--- config.mk ---
export PLATFORM = sky130hd
export DESIGN_NAME = write_sram
export DESIGN_NICKNAME = d
export VERILOG_FILES = /design/src/rtl/write_sram.sv
export SDC_FILE = /design/constraint.sdc
export NUM_CORES = 1
export LEC_CHECK = 0
export BUFFER_PORTS_ARGS = -buffer_cell sky130_fd_sc_hd__buf_4
export CAP_MARGIN = 10
export CORE_ASPECT_RATIO = 1.25
export CORE_MARGIN = 3
export CORE_UTILIZATION = 25
export CTS_CLUSTER_DIAMETER = 100
export DETAILED_ROUTE_END_ITERATION = 8
export PLACE_DENSITY = 0.5
export SYNTH_ARGS = -nofsm -noshare
export SYNTH_HDL_FRONTEND = slang
export SYNTH_SLANG_ARGS = --single-unit
--- constraint.sdc ---
create_clock -name i_clk -period 2.8 [get_ports i_clk]
set_clock_uncertainty 0.2 [all_clocks]
set_input_delay 0.42 -clock i_clk [delete_from_list [all_inputs] [get_ports i_clk]]
set_output_delay 0.42 -clock i_clk [all_outputs]
set_load 0.005 [all_outputs]
--- src/rtl/write_sram.sv ---
// write_sram: ingress packet writer for the SRAM cache.
// Takes a sop/eop/vld word stream and packs it into 16-word SRAM blocks
// obtained from the free-block allocator. Every block opened is reported
// on o_blk_addr, and the offset of the eop word is reported on o_last_blk_n.
// Optional feature macro: WRITE_SRAM_PKT_LEN_EN adds o_pkt_len, the saturating
// accepted-word count of the packet, presented together with o_write_finish.
module write_sram #(
    parameter int AWIDTH     = 14,
    parameter int BLK_AWIDTH = 10,
    parameter int DWIDTH     = 32
) (
    input  logic                         i_clk,
    input  logic                         i_rst_n,
    input  logic                         i_wr_sop,
    input  logic                         i_wr_eop,
    input  logic                         i_wr_vld,
    input  logic [DWIDTH-1:0]            i_wr_data,
    output logic                         o_wr_ready,
    output logic                         o_blk_req,
    input  logic [AWIDTH-1:0]            i_blk_addr,
    input  logic                         i_blk_addr_vld,
    output logic                         o_sram_wr_en,
    output logic [AWIDTH-1:0]            o_sram_wr_addr,
    output logic [DWIDTH-1:0]            o_sram_wr_data,
    output logic [AWIDTH-1:0]            o_blk_addr,
    output logic                         o_blk_addr_vld,
    output logic                         o_last_blk_vld,
    output logic [AWIDTH-BLK_AWIDTH-1:0] o_last_blk_n,
`ifdef WRITE_SRAM_PKT_LEN_EN
    output logic [15:0]                  o_pkt_len,
`endif
    output logic                         o_write_finish
);

    localparam int OFFW = AWIDTH - BLK_AWIDTH;
    localparam logic [OFFW-1:0] OFF_LAST = '1;

    typedef enum logic [2:0] {
        S_IDLE,
        S_FETCH,
        S_READY,
        S_WRITE,
        S_NEXT
    } state_t;

    state_t              r_state;
    state_t              w_state_nxt;
    logic [AWIDTH-1:0]   r_base;
    logic [OFFW-1:0]     r_offset;

    logic                w_accept;
    logic                w_take;
    logic                w_alloc;

    logic                r_blk_req;
    logic                r_sram_wr_en;
    logic [AWIDTH-1:0]   r_sram_wr_addr;
    logic [DWIDTH-1:0]   r_sram_wr_data;
    logic [AWIDTH-1:0]   r_blk_addr;
    logic                r_blk_addr_vld;
    logic                r_last_blk_vld;
    logic [OFFW-1:0]     r_last_blk_n;
    logic                r_write_finish;

    // Ready comes straight from the registered state so it never depends on inputs.
    assign o_wr_ready = (r_state == S_READY) || (r_state == S_WRITE);

    // A word is accepted on handshake; it is written only inside a packet or when it opens one.
    assign w_accept = i_wr_vld && o_wr_ready;
    assign w_take   = w_accept && ((r_state == S_WRITE) || i_wr_sop);
    // Allocator responses only count while a block is actually being waited for.
    assign w_alloc  = i_blk_addr_vld && ((r_state == S_FETCH) || (r_state == S_NEXT));

    // State register.
    always_ff @(posedge i_clk or negedge i_rst_n) begin
        if (!i_rst_n) begin
            r_state <= S_IDLE;
        end else begin
            r_state <= w_state_nxt;
        end
    end

    // Next-state decode; eop always goes back to IDLE so each packet starts in a fresh block.
    always_comb begin
        w_state_nxt = r_state;
        case (r_state)
            S_IDLE:  w_state_nxt = S_FETCH;
            S_FETCH: if (w_alloc) w_state_nxt = S_READY;
            S_READY: begin
                if (w_take) w_state_nxt = i_wr_eop ? S_IDLE : S_WRITE;
            end
            S_WRITE: begin
                if (w_take) begin
                    if (i_wr_eop)                  w_state_nxt = S_IDLE;
                    else if (r_offset == OFF_LAST) w_state_nxt = S_NEXT;
                end
            end
            S_NEXT:  if (w_alloc) w_state_nxt = S_WRITE;
            default: w_state_nxt = S_IDLE;
        endcase
    end

    // Block base and word offset: reloaded on allocation, advanced per written word.
    always_ff @(posedge i_clk or negedge i_rst_n) begin
        if (!i_rst_n) begin
            r_base   <= '0;
            r_offset <= '0;
        end else if (w_alloc) begin
            r_base   <= i_blk_addr;
            r_offset <= '0;
        end else if (w_take) begin
            r_offset <= r_offset + 1'b1;
        end
    end

    // Block request pulses once from IDLE and once on each entry into NEXT.
    always_ff @(posedge i_clk or negedge i_rst_n) begin
        if (!i_rst_n) begin
            r_blk_req <= 1'b0;
        end else begin
            r_blk_req <= (r_state == S_IDLE) ||
                         ((w_state_nxt == S_NEXT) && (r_state != S_NEXT));
        end
    end

    // Registered SRAM write and reporting pulses, one cycle after the accepted word.
    always_ff @(posedge i_clk or negedge i_rst_n) begin
        if (!i_rst_n) begin
            r_sram_wr_en   <= 1'b0;
            r_sram_wr_addr <= '0;
            r_sram_wr_data <= '0;
            r_blk_addr     <= '0;
            r_blk_addr_vld <= 1'b0;
            r_last_blk_vld <= 1'b0;
            r_last_blk_n   <= '0;
            r_write_finish <= 1'b0;
        end else begin
            r_sram_wr_en   <= w_take;
            r_sram_wr_addr <= w_take ? (r_base + {{BLK_AWIDTH{1'b0}}, r_offset}) : '0;
            r_sram_wr_data <= w_take ? i_wr_data : '0;
            r_blk_addr_vld <= w_take && (r_offset == '0);
            r_blk_addr     <= (w_take && (r_offset == '0)) ? r_base : '0;
            r_last_blk_vld <= w_take && i_wr_eop;
            r_last_blk_n   <= (w_take && i_wr_eop) ? r_offset : '0;
            r_write_finish <= w_take && i_wr_eop;
        end
    end

    assign o_blk_req      = r_blk_req;
    assign o_sram_wr_en   = r_sram_wr_en;
    assign o_sram_wr_addr = r_sram_wr_addr;
    assign o_sram_wr_data = r_sram_wr_data;
    assign o_blk_addr     = r_blk_addr;
    assign o_blk_addr_vld = r_blk_addr_vld;
    assign o_last_blk_vld = r_last_blk_vld;
    assign o_last_blk_n   = r_last_blk_n;
    assign o_write_finish = r_write_finish;

`ifdef WRITE_SRAM_PKT_LEN_EN
    logic [15:0] r_len;
    logic [15:0] w_len_nxt;
    logic [15:0] r_pkt_len;

    function automatic logic [15:0] sat_inc(input logic [15:0] v);
        return (v == 16'hFFFF) ? v : v + 16'd1;
    endfunction

    // The sop word restarts the count at 1; later words add one, holding at all-ones.
    assign w_len_nxt = (r_state == S_READY) ? 16'd1 : sat_inc(r_len);

    // Running packet length and its value presented alongside the finish pulse.
    always_ff @(posedge i_clk or negedge i_rst_n) begin
        if (!i_rst_n) begin
            r_len     <= '0;
            r_pkt_len <= '0;
        end else begin
            if (w_take) r_len <= w_len_nxt;
            r_pkt_len <= (w_take && i_wr_eop) ? w_len_nxt : 16'd0;
        end
    end

    assign o_pkt_len = r_pkt_len;
`endif

endmodule
==> results of run 1 <==
==> per-layer routing <==
layer	track usage	wire length, µm	up-vias	share of wire
met1	0.142	3480	1133	0.44
met4	0.0479	184	0	0.023
met3	0.0302	624	14	0.079
li1	-	-	1141	-
met2	0.165	3660	95	0.46
met5	0	0	-	0
==> how the worst min path moves through the flow <==
stage | endpoint | cells past startpoint
after floorplan | o_blk_addr[0] | 0
after global placement | o_sram_wr_data[23] | 1
after detailed placement | o_sram_wr_data[28] | 1
after CTS | o_sram_wr_data[9] | 2
after global routing | o_sram_wr_data[3] | 2
final | r_base[11] | 3
==> power by group through the flow <==
stage	Sequential, W	Combinational (W)	Clock, W
after floorplan	0.00181	0.000679	0
after global placement	0.00187	0.00116	0
after detailed placement	0.00188	0.00117	0
after CTS	0.00186	0.00118	0.00144
after global routing	0.00191	0.00130	0.00149
final	0.00185	0.00115	0.00140
==> state kept, by name (all words and copies together) (netlist names), 3 cells and up <==
signal and cells:
r_offset 4, o_sram_wr_data 32, o_last_blk_n 4, o_sram_wr_addr 14
r_base 14, r_state 3, o_blk_addr 14
==> cell usage in the layout, fill, tap and decap left out, types with 3 or more instances in the layout <==
cell       count
or3_1          7
clkbuf_16      9
and3_1         5
nand3_1        3
mux2_2        13
inv_1          6
a21oi_1       13
nor2_1         7
dfrtp_1       89
ha_1           6
xnor2_1        5
and2_1        49
nand2_1        7
bufinv_16      3
buf_4        127
o21ai_0       10
==> area by class of cell <==
type                            count  area, µm²  share of cell area
Clock buffer                       10        239              0.0490
Clock inverter                      6        114              0.0234
Inverter                            7       26.3             0.00539
Multi-Input combinational cell    155       1090               0.224
Sequential cell                    89       2230               0.457
Tap cell                          171        214              0.0439
Timing Repair Buffer              128        963               0.198
==> stage by stage <==
stage	hold WS [ns]	instances
CTS	0.0776	566
detailed placement	0.257	549
global placement	0.254	549
floorplan	-0.0756	262
global route	0.0795	566
finish	0.0898	566
==> worst max-delay path: stages, from the launching register on <==
cell	delay, ns
dfrtp_1	0.50
o21ai_1	0.17
or2_1	0.25
buf_4	0.20
nor4b_4	0.73
and2_1	0.25
==> logic make-up (layout without fill, tap and decap cells) <==
logic type,count (synthesis),after routing,share of synthesized area
flip-flops,89,89,0.654
XOR/XNOR,6,6,0.0154
AO/OA/AOI/OAI,36,36,0.0628
multiplexers,13,13,0.0430
AND/OR/NAND/NOR,93,93,0.170
buffers and inverters,18,151,0.0272
adder cells (fa/ha/maj),7,7,0.0279
==> impl_results.md, run 1 <==
- Core Area: approximately 0.013 mm²
- Tmin final: 2.38 ns
- Int Power: around 0.0031 W
- Avg WL per Cell: ~14 µm
- RSZ-0062 raised after global routing: false
- Sequential share of the synthesized area: 0.654
- CTS H-tree depth: 3
- Crit path max fanout: 15
- Initial antenna violation count: 0
- Gpl congestion: 0.743
- Clock-pin slew on the worst setup and hold paths: roughly 0.06 ns
- Die height: 136 µm
- Crit path arrival time: 2.44 ns
- Vias/cell: 4.21
- Crit start category: register
- ANT nets after route: 0
- Clock tree buffer depth: 2
- Count leader, synth: dfrtp_1
- Reg2Reg Capture Point: o_blk_addr[0]
- Largest net degree at the start of global routing: 45
- Mean post-synth cell area: 13.0 µm²
- Initial Util: 0.256
- Switching Share: 0.290
- Synth top cells by count: dfrtp_1 (89), and2_1 (49), a21oi_1 (13), mux2_2 (13), o21ai_0 (10)
- Number of port buffers: approximately 120
- Drt first pass iters: 4
- Utilization after layout: 0.367
- Area leader, netlist: dfrtp_1
- Total Wirelength: 7940 µm
- Setup violations, final: 0
- Final worst slack: roughly 0.42 ns
- Fmax: between 400 and 500 MHz
- Measured slew at the worst slew-check pin: between 0.7 and 0.8 ns
- Top Ports: 122
- Hold path startpoint: i_blk_addr[11]
- Crit path capture: o_blk_addr[0]
- Syn nets: between 300 and 400
- Crit path required time: about 2.9 ns
- Die area: around 0.015 mm²
- Final Hold Violating Endpoints: 0
- Total power: approximately 0.0044 W
- # DRC: 0
- First-pass GRT wire length: between 10000 and 15000 µm
- Slew Limit Fails: 0
- Worst Setup SP: r_state[0]
- R2R Setup Slk: between 0.4 and 0.5 ns
- Synthesized area: approximately 0.0034 mm²
- Detailed-route via count: about 2400
- Pwr Density: roughly 900 mW/mm²
- Clock Power Share: 0.318
- Post-synth EDFFs: 0
- Ranking of synthesized cells by area: dfrtp_1 (65%), and2_1 (9.0%), mux2_2 (4.3%)
- # rows: 47
- Setup CP Type: reg2reg
- CTS tree: built
- Combinational power share: 0.261
- Psw: roughly 0.0013 W
- Total congestion overflow: 0
- R2R Path Start: r_state[0]
- Share of the synthesized area in the top cell type: 0.654
- Clock tree root driver cell: clkbuf_16
- Final Cycle Share: 0.848
- Max-Cap Viols: 0
- Total track usage: 0.108
- Seq pwr share: 0.421
- Ys async rst share: 1.00
- Setup WS pre-CTS: roughly 0.43 ns
- TritonCTS Buffers: 9
- Vias in the first global route: roughly 2400
- Worst Setup End Kind: register
- Layout Nets: between 400 and 500
- Final HPWL DP: about 5700 µm
- Resized Gates After CTS: 0
- Clock latency on the worst-skew pair: around 0.33 ns
- Area growth, synth to finish: 43.1%
- Synth Flop Type: dfrtp_1
- Worst min path class: in2reg
- Status: completed
- Reg2reg path depth: 5
- #FFs+latches synth: 89
- Post-CTS setup buffers: 0
- Pleak: between 2 and 2.5 nW
- Max VDD drop: about 340 µV
- Slew HR: 0.469
- FILL cells: 1334
- Iter 0 DRT Violations: 121
- Yosys warns: 0
- CTS sink count: between 80 and 90
- Final setup TNS: 0 ns
- Fraction of final layout cells sized beyond drive strength 1: 0.408
- CTS Hold Bufs: 1
- Die W: about 110 µm
- Final Cell Area: roughly 0.0049 mm²
- Yosys cell types: 42
- Cells after Synth: ~260
- Antenna diodes: 0
- Placed cell areas: 0.00451 mm²
Power figures use the tool's default switching activity.
==> run 2: changes to the inputs <==
==> constraint.sdc (replaced) <==
create_clock -name i_clk -period 2.2 [get_ports i_clk]
set_clock_uncertainty 0.2 [all_clocks]
set_input_delay 0.33 -clock i_clk [delete_from_list [all_inputs] [get_ports i_clk]]
set_output_delay 0.33 -clock i_clk [all_outputs]
set_load 0.005 [all_outputs]
==> run 2 against run 1 <==
Effect of this change:
- die area did not move
- global-route usage rose by 0.85 points
- register-to-register slack worse by 0.27 ns
- maximum frequency increased by 16%
- worst hold slack got worse by 0.074 ns
- via count increased by 4.7%
- critical path depth increased by 2
- non-clock buffer count rose by 38
- wire length up 6.8%
- final area grew 7.3%
- combinational power is 45% higher
- largest cell class unchanged
==> impl_results.md, run 2 (synthesis gave the netlist of run 1 again) <==
- CTS tree: built
- Clock tree buffer depth: 2
- Crit path capture: o_sram_wr_addr[6]
- # rows: 47
- Initial Util: 0.256
- First-pass GRT wire length: about 13000 µm
- Iter 0 DRT Violations: approximately 70
- Worst Setup SP: r_base[0]
- Top Ports: 122
- Max VDD drop: approximately 420 µV
- Final HPWL DP: 6010 µm
- Total Wirelength: 8490 µm
- R2R Path Start: r_base[0]
- RSZ-0062 raised after global routing: false
- Top Family by Delay on Critical Path: adder cells
- CP Buf/Inv Count: 1
- Detailed-route via count: 2495
- Utilization after layout: 0.393
- Fraction of final layout cells sized beyond drive strength 1: 0.386
- Slew Limit Fails: 0
- Die W: 110 µm
- Number of port buffers: between 100 and 150
- Clock-pin slew on the worst setup and hold paths: 0.06 ns
- CP max stage delay: a little over 0.4 ns
- Final worst slack: between 0.15 and 0.2 ns
- Layout Nets: approximately 500
- Vias in the first global route: ~2700
- Clock tree root driver cell: clkbuf_16
- Total congestion overflow: 0
- Antenna diodes: 0
- Vias/cell: about 4.1
- Drt first pass iters: 4
- Pwr Density: 1080 mW/mm²
- Reg2reg path depth: 7
- Total track usage: 0.117
- ANT nets after route: 0
- Largest net degree at the start of global routing: 46
- Tmin final: approximately 2.0 ns
- Resized Gates After CTS: 0
- Worst min path class: in2reg
- Most common cell after layout, fill and taps aside: buf_4
- Setup violations, final: 0
- TritonCTS Buffers: 9
- Critical path cell sequence: ha_1 > fa_1 > a21o_1 > a21oi_1 > buf_4 > o21ai_0 > a21oi_1
- Post-CTS setup buffers: 0
- Final Cycle Share: 0.932
- Setup CP Type: reg2reg
- Crit path max fanout: 9
- CTS sink count: 89
- Crit path arrival time: between 2 and 2.5 ns
- R2R Setup Slk: roughly 0.15 ns
- Gpl congestion: ~0.81
- Crit path required time: between 2 and 2.5 ns
- Reg2Reg Capture Point: o_sram_wr_addr[6]
- Final setup TNS: 0 ns
- Area growth, synth to finish: 53.5%
- Die area: approximately 0.015 mm²
- FILL cells: between 1000 and 1500
- # DRC: 0
- Largest register FFs: 32
- Pleak: around 2.6 nW
- Status: completed
- CTS H-tree depth: 3
- Worst Setup End Kind: register
- CP most frequent cell: a21oi_1
- Most frequent cells in the layout: buf_4 (132), dfrtp_1 (89), and2_1 (49)
- CP max-delay cell: fa_1
- Core Area: between 0.01 and 0.015 mm²
- Max-Cap Viols: 0
- Clock latency on the worst-skew pair: between 0.3 and 0.4 ns
- Critical path depth: 7
- Crit start category: register
- Final Hold Violating Endpoints: 0
- Die height: 136 µm
- Fmax: just under 500 MHz
- Initial antenna violation count: 0
- Avg WL per Cell: between 10 and 15 µm
- Measured slew at the worst slew-check pin: around 0.40 ns
- Slew HR: 0.733
- Setup WS pre-CTS: around 0.16 ns
[run 2: cell types whose count changed in the layout (fill, tap and decap cells not counted), sizes merged]
cell,before,now
buf,127,134
bufinv,3,2
clkinv,1,2
clkinvlp,2,1
dlygate4sd3,1,32
inv,7,8
[run 2: repair_timing]
action,in CTS,in global routing
endpoints found under the setup margin,0,0
hold buffers,32,0
hold endpoints to repair,60,0
[run 2: worst min-delay path by stage]
stage / startpoint / endpoint / slack (ns) / cells past startpoint
2_1_floorplan: i_rst_n / o_blk_addr[0] / -0.17 / 0
3_3_place_gp: i_rst_n / o_sram_wr_data[27] / 0.09 / 1
3_5_place_dp: i_rst_n / o_sram_wr_data[25] / 0.1 / 1
4_1_cts: i_wr_data[8] / o_sram_wr_data[8] / 0.002 / 2
5_1_grt: i_blk_addr[9] / r_base[9] / 0.008 / 2
6_report: i_wr_data[8] / o_sram_wr_data[8] / 0.02 / 2
[run 2: report_power, final]
part / total [W] / switching, W / internal [W]
Combinational: 0.00167 / 0.000742 / 0.000928
Clock: 0.00164 / 0.000641 / 0.00100
Sequential: 0.00231 / 0.000292 / 0.00202
[run 2: worst register-to-register path, stage by stage (launching register included)]
cell	delay (ns)
dfrtp_1	0.39
ha_1	0.25
fa_1	0.41
a21o_1	0.18
a21oi_1	0.13
buf_4	0.17
o21ai_0	0.09
a21oi_1	0.17
[run 2: through the flow]
step / std cells / total power, W / hold WS (ns) / area (µm²)
after detailed placement: 556 / 0.00400 / 0.0957 / 4590
after global placement: 556 / 0.00396 / 0.0904 / 4590
after floorplan: 262 / 0.00317 / -0.166 / 3410
after global routing: 604 / 0.00603 / 0.00785 / 5230
final: 604 / 0.00563 / 0.0153 / 5230
after CTS: 604 / 0.00573 / 0.00185 / 5230
[run 2: area by class of cell]
class / count / area (µm²) / area share
multi-input combinational: 155 / 1090 / 0.209
clock buffer: 10 / 229 / 0.0438
tap: 171 / 214 / 0.0409
inverter: 7 / 26.3 / 0.00503
clock inverter: 6 / 90.1 / 0.0172
sequential: 89 / 2230 / 0.426
timing repair buffer: 166 / 1350 / 0.258
[run 2: per-layer routing]
metal / vias to the layer above / share of wire / track usage
li1: 1212 / - / -
met3: 7 / 0.059 / 0.0307
met2: 88 / 0.48 / 0.189
met4: 0 / 0.012 / 0.0397
met1: 1188 / 0.45 / 0.150
met5: - / 0 / 0
